`src/rtl/mem_port_arbiter_pkg.sv`:
```
//------------------------------------------------------------------------------
// mem_port_arbiter_pkg : shared types for the unified memory port arbiter
// Revision: 1.0
//------------------------------------------------------------------------------
`default_nettype none

package mem_port_arbiter_pkg;

    localparam int CNT_W = 4;

    typedef enum logic [1:0] {
        ST_IDLE = 2'd0,
        ST_BUSY = 2'd1,
        ST_DONE = 2'd2
    } state_e;

    typedef enum logic {
        OWN_FETCH = 1'b0,
        OWN_DATA  = 1'b1
    } owner_e;

endpackage

`default_nettype wire

```
`src/rtl/mem_port_arbiter_wait_state_counter.sv`:
```
//------------------------------------------------------------------------------
// wait_state_counter : loadable down counter with zero flag, stops at zero
// Revision: 1.0
//------------------------------------------------------------------------------
`default_nettype none

module wait_state_counter
    import mem_port_arbiter_pkg::*;
(
    input  logic             clk,
    input  logic             reset,
    input  logic             load_i,
    input  logic             dec_i,
    input  logic [CNT_W-1:0] load_val_i,
    output logic             zero_o
);

    logic [CNT_W-1:0] count_q;
    logic [CNT_W-1:0] count_d;

    always_comb begin
        count_d = count_q;
        if (load_i) begin
            count_d = load_val_i;
        end else if (dec_i && (count_q != '0)) begin
            count_d = count_q - 1'b1;
        end
    end

    always_ff @(posedge clk or posedge reset) begin
        if (reset) begin
            count_q <= '0;
        end else begin
            count_q <= count_d;
        end
    end

    assign zero_o = (count_q == '0);

endmodule

`default_nettype wire

```
`src/rtl/mem_port_arbiter.sv`:
```
//------------------------------------------------------------------------------
// mem_port_arbiter : fetch/data arbiter for a single-ported unified memory
// Revision: 1.0
//------------------------------------------------------------------------------
`default_nettype none

module mem_port_arbiter
    import mem_port_arbiter_pkg::*;
#(
    parameter int DATA_W          = 24,
    parameter int WAIT_STATES     = 2,
    parameter int MAX_DATA_STREAK = 3
) (
    input  logic              clk,
    input  logic              reset,
    input  logic              fetchReq,
    input  logic [DATA_W-1:0] fetchAddr,
    input  logic              fetchAbort,
    output logic              fetchReady,
    output logic [DATA_W-1:0] fetchData,
    input  logic              dataReq,
    input  logic              dataWe,
    input  logic [DATA_W-1:0] dataAddr,
    input  logic [DATA_W-1:0] dataWdata,
    output logic              dataReady,
    output logic [DATA_W-1:0] dataRdata,
    output logic              memEn,
    output logic              memWe,
    output logic [DATA_W-1:0] memAddr,
    output logic [DATA_W-1:0] memWdata,
    input  logic [DATA_W-1:0] memRdata,
    output logic              busy
);

    localparam logic [CNT_W-1:0] WAIT_LD    = CNT_W'(WAIT_STATES);
    localparam logic [CNT_W-1:0] STREAK_MAX = CNT_W'(MAX_DATA_STREAK);

    state_e            state_q,  state_d;
    owner_e            owner_q,  owner_d;
    logic [DATA_W-1:0] addr_q,   addr_d;
    logic [DATA_W-1:0] wdata_q,  wdata_d;
    logic [DATA_W-1:0] rd_q,     rd_d;
    logic [DATA_W-1:0] fdata_q,  fdata_d;
    logic [DATA_W-1:0] drdata_q, drdata_d;
    logic              we_q,     we_d;
    logic              abort_q,  abort_d;
    logic [CNT_W-1:0]  streak_q, streak_d;
    logic              cnt_load;
    logic              cnt_dec;
    logic              cnt_zero;
    logic              fetch_ok;
    logic              data_ok;
    logic              load_ok;

    wait_state_counter u_wait_cnt (
        .clk        (clk),
        .reset      (reset),
        .load_i     (cnt_load),
        .dec_i      (cnt_dec),
        .load_val_i (WAIT_LD),
        .zero_o     (cnt_zero)
    );

    // An abort arriving in the DONE cycle itself must still kill the pulse.
    assign fetch_ok = (state_q == ST_DONE) && (owner_q == OWN_FETCH) && !abort_q && !fetchAbort;
    assign data_ok  = (state_q == ST_DONE) && (owner_q == OWN_DATA);
    assign load_ok  = data_ok && !we_q;

    assign fetchReady = fetch_ok;
    assign dataReady  = data_ok;
    assign fetchData  = fetch_ok ? rd_q : fdata_q;
    assign dataRdata  = load_ok  ? rd_q : drdata_q;
    assign memEn      = (state_q == ST_BUSY);
    assign memWe      = memEn && we_q;
    assign memAddr    = addr_q;
    assign memWdata   = wdata_q;
    assign busy       = (state_q != ST_IDLE);

    always_comb begin
        state_d  = state_q;
        owner_d  = owner_q;
        addr_d   = addr_q;
        wdata_d  = wdata_q;
        we_d     = we_q;
        abort_d  = abort_q;
        streak_d = streak_q;
        rd_d     = rd_q;
        fdata_d  = fdata_q;
        drdata_d = drdata_q;
        cnt_load = 1'b0;
        cnt_dec  = 1'b0;
        case (state_q)
            ST_IDLE: begin
                if (dataReq && ((streak_q < STREAK_MAX) || !fetchReq)) begin
                    state_d  = ST_BUSY;
                    owner_d  = OWN_DATA;
                    addr_d   = dataAddr;
                    wdata_d  = dataWdata;
                    we_d     = dataWe;
                    abort_d  = 1'b0;
                    cnt_load = 1'b1;
                    // fetchReq here implies streak_q < STREAK_MAX, so this saturates.
                    streak_d = fetchReq ? (streak_q + 1'b1) : '0;
                end else if (fetchReq && !fetchAbort) begin
                    state_d  = ST_BUSY;
                    owner_d  = OWN_FETCH;
                    addr_d   = fetchAddr;
                    we_d     = 1'b0;
                    abort_d  = 1'b0;
                    cnt_load = 1'b1;
                    streak_d = '0;
                end
            end
            ST_BUSY: begin
                if ((owner_q == OWN_FETCH) && fetchAbort) begin
                    abort_d = 1'b1;
                end
                if (cnt_zero) begin
                    rd_d    = memRdata;
                    state_d = ST_DONE;
                end else begin
                    cnt_dec = 1'b1;
                end
            end
            ST_DONE: begin
                if (fetch_ok) begin
                    fdata_d = rd_q;
                end
                if (load_ok) begin
                    drdata_d = rd_q;
                end
                state_d = ST_IDLE;
            end
            default: begin
                state_d = ST_IDLE;
            end
        endcase
    end

    always_ff @(posedge clk or posedge reset) begin
        if (reset) begin
            state_q  <= ST_IDLE;
            owner_q  <= OWN_FETCH;
            addr_q   <= '0;
            wdata_q  <= '0;
            we_q     <= 1'b0;
            abort_q  <= 1'b0;
            streak_q <= '0;
            rd_q     <= '0;
            fdata_q  <= '0;
            drdata_q <= '0;
        end else begin
            state_q  <= state_d;
            owner_q  <= owner_d;
            addr_q   <= addr_d;
            wdata_q  <= wdata_d;
            we_q     <= we_d;
            abort_q  <= abort_d;
            streak_q <= streak_d;
            rd_q     <= rd_d;
            fdata_q  <= fdata_d;
            drdata_q <= drdata_d;
        end
    end

endmodule

`default_nettype wire

```
`config.mk`:
```
export PLATFORM = sky130hd
export DESIGN_NAME = mem_port_arbiter
export DESIGN_NICKNAME = d
export VERILOG_FILES = /design/src/rtl/mem_port_arbiter_pkg.sv /design/src/rtl/mem_port_arbiter_wait_state_counter.sv /design/src/rtl/mem_port_arbiter.sv
export SDC_FILE = /design/constraint.sdc
export NUM_CORES = 1
export LEC_CHECK = 0
export BUFFER_PORTS_ARGS = -buffer_cell sky130_fd_sc_hd__buf_2
export CORE_MARGIN = 4
export CORE_UTILIZATION = 50
export CTS_BUF_LIST = sky130_fd_sc_hd__clkbuf_4 sky130_fd_sc_hd__clkbuf_8 sky130_fd_sc_hd__clkbuf_16
export CTS_CLUSTER_DIAMETER = 30
export DETAILED_ROUTE_END_ITERATION = 7
export GPL_TIMING_DRIVEN = 1
export PLACE_DENSITY = 0.79
export SYNTH_ARGS = -nofsm -noshare
export SYNTH_HDL_FRONTEND = slang
export SYNTH_SLANG_ARGS = --single-unit
```
`constraint.sdc`:
```
create_clock -name clk -period 7.22 [get_ports clk]
set_input_delay 1.083 -clock clk [delete_from_list [all_inputs] [get_ports clk]]
set_output_delay 1.083 -clock clk [all_outputs]
set_load 0.01 [all_outputs]
```
==> metrics.txt <==
outcome=complete, no violations; Final Critical Period=3.870 ns; Power, Total=0.003258 W; Tot GR Track Use=0.1954; CTS tree=done; DIE HEIGHT=116.5 um; register area share after synthesis=0.5655; Worst Path Max Fanout=49; combinational family with the most area after synthesis=multiplexers; commonest non-fill, non-tap cell in the layout=buf_2; Critical Path, Cell by Cell=buf_2, or3_1, nor3_4, buf_4, mux2_2, buf_2; Initial DRC Count=213; setup bufs post-CTS=0; crit path to=fetchData[2]; RSZ-0062 raised after global routing=no; worst r2r src=streak_q[0]; Site Rows=39; Max Slew Vio Count=0; quantity of gates resized following cts=0; r2r setup slk=4.03 ns; TritonCTS buffer count=17; post-route ant nets=0; Compound-Gate Fraction of Synth Area=0.06824; DRT Wirelength=13000 um; worst-skew pair later-pin latency=0.40 ns; Placer Congestion=0.7559; CP Launch Type=input pin; Starting Density=0.5133; drt pass-1 iters=4; Sink Count=133; final setup fails=0; smallest hold slack=0.4789 ns; CP max stage cell=buf_4; Worst EP required=6.14 ns; Area Growth Syn to Fin=27.91%; Core Util, Final=0.6565; setup TNS=0 ns; Achievable Freq=258.4 MHz; Final period util=0.5361; actual slew at the worst max-slew pin=1.206 ns; GRT overflow=0; Synth area leaders=dfrtp_1 57%, mux2_2 24%, o221a_2 4.6%, mux2_1 3.1%, or3_1 2.9%; VDD IR max=0.0002375 V; Reg clk slew, reported paths=0.05 ns; first-pass GRT wire length=20670 um; Routed WL per cell=17.12 um; endpoint class of the critical path=primary output; post-synthesis cell type count=39; Mapped Cells=404; LEAKAGE=3.689 nW; Syn Nets=509; initial antenna violation count=0; clk_skew=0.006485 ns; clock tree buffer depth=2; Critical Path Most Common Cell=buf_2; full die area=13570 um^2; vias post-DR=4053; reg2reg end=memWdata[18]; leading cell types in the layout, fill and taps excluded=202 x buf_2, 133 x dfrtp_1, 128 x mux2_2; vias per cell=5.340; Avg Inst Size Synth=14.57 um^2; post-synthesis instance area=5886 um^2; arrival time at the worst endpoint=2.79 ns; leading area contributor after synthesis=dfrtp_1; share of cells above drive strength 1=0.6429; largest net degree at the start of global routing=70; Hold/Removal Path Class=reg -> reg; relative slew slack=0.1924; Synth top area share=0.5655; final hold vios=0; # IOs=203; vias in the first global route=4258; #FFs+latches synth=133; area share of fa/ha/maj cells after synthesis=0.006378; Port-buffer cells=202; Cell Pwr Density=432.8 nW/um^2; worst r2r path cells=4; Placeable Area=11470 um^2; detailed placement HPWL=9218 um; critical path class=in -> out; Hold Buf Count CTS=0; post-synthesis mux area share=0.2772; drt drc=0; Nets=709; YS warnings=0; crit path from=fetchAbort; Synth Area in Simple Gates=0.05251; die width=116.5 um; xor/xnor share of the synthesized area=0; max cap viols=0; Antenna diodes=0; clk root buf=clkbuf_16; CP peak stage delay=0.53 ns; # H-tree levels=4
==> cell families after synthesis <==
| kind of cell | Yosys count |
|---|---|
| multiplexers | 145 |
| AND/OR/NAND/NOR | 47 |
| flip-flops | 133 |
| adder cells (fa/ha/maj) | 3 |
| AO/OA/AOI/OAI | 42 |
| buffers and inverters | 34 |
==> worst max-delay path: cells and delay by family <==
kind,cells,cell delay [ns]
and+or+nand+nor,2,0.47
buffers and inverters,3,0.79
muxes,1,0.42
==> flip-flops by register name, summed over array words and instances, names as in the netlist <==
signal	cells
state_q	2
memAddr	24
drdata_q	24
abort_q	1
rd_q	24
fdata_q	24
owner_q	1
memWdata	24
u_wait_cnt.count_q	4
we_q	1
streak_q	4
==> cells in the mapped netlist, drive strengths merged <==
cell / n
buf: 21
a21oi: 1
a22o: 2
o221a: 24
a21o: 1
nand2: 3
o311ai: 2
o22ai: 1
inv: 9
o21ai: 4
dfrtp: 133
nor2: 2
nand2b: 1
o21a: 1
nor3b: 1
clkbuf: 4
mux2i: 1
nor4b: 1
mux2: 144
or3: 27
and3b: 1
o31a: 1
and2: 3
or4b: 1
or3b: 1
a32o: 1
a31oi: 1
o31ai: 1
ha: 3
nand3: 1
nor2b: 4
o41ai: 2
nor3: 1
==> per-layer routing <==
layer  vias to the layer above  share of wire  GRT usage  wire length (um)
met3                         8          0.060    0.05596               782
met5                         -              0          0                 0
li1                       1894              -          -                 -
met1                      2042           0.39     0.2236              5019
met4                         0         0.0087    0.06032               113
met2                       109           0.54     0.3532              7081
==> worst min-delay path by stage <==
stage                   endpoint  slack (ns)          from  depth (start not counted)
floorplan                abort_q        0.46       abort_q                          2
global placement    memWdata[13]        0.46  memWdata[13]                          1
detailed placement   memWdata[0]        0.47   memWdata[0]                          1
CTS                 memWdata[13]        0.49  memWdata[13]                          1
global route         memWdata[2]        0.50   memWdata[2]                          1
finish              memWdata[13]        0.48  memWdata[13]                          1
==> power breakdown <==
part / switching (W) / internal, W
clock: 0.000286 / 0.000489
sequential: 0.000224 / 0.00108
combinational: 0.000544 / 0.000639
total: 0.00105 / 0.00221
==> layout make-up <==
| class | count | area, um^2 |
|---|---|---|
| Multi-Input combinational cell | 237 | 2402 |
| Sequential cell | 133 | 3328 |
| Inverter | 9 | 36.28 |
| Fill cell | 856 | 3939 |
| Timing Repair Buffer | 206 | 1041 |
| Clock buffer | 27 | 519.2 |
| Clock inverter | 4 | 22.52 |
| Tap cell | 143 | 178.9 |
==> through the flow <==
stage	instance area, um^2	std cells	setup slack (ns)
floorplan	5886	404	2.583
global placement	6987	728	3.383
detailed placement	6987	728	3.343
CTS	7528	759	3.330
global route	7528	759	3.279
finish	7528	759	3.350
Power figures use the tool's default switching activity.
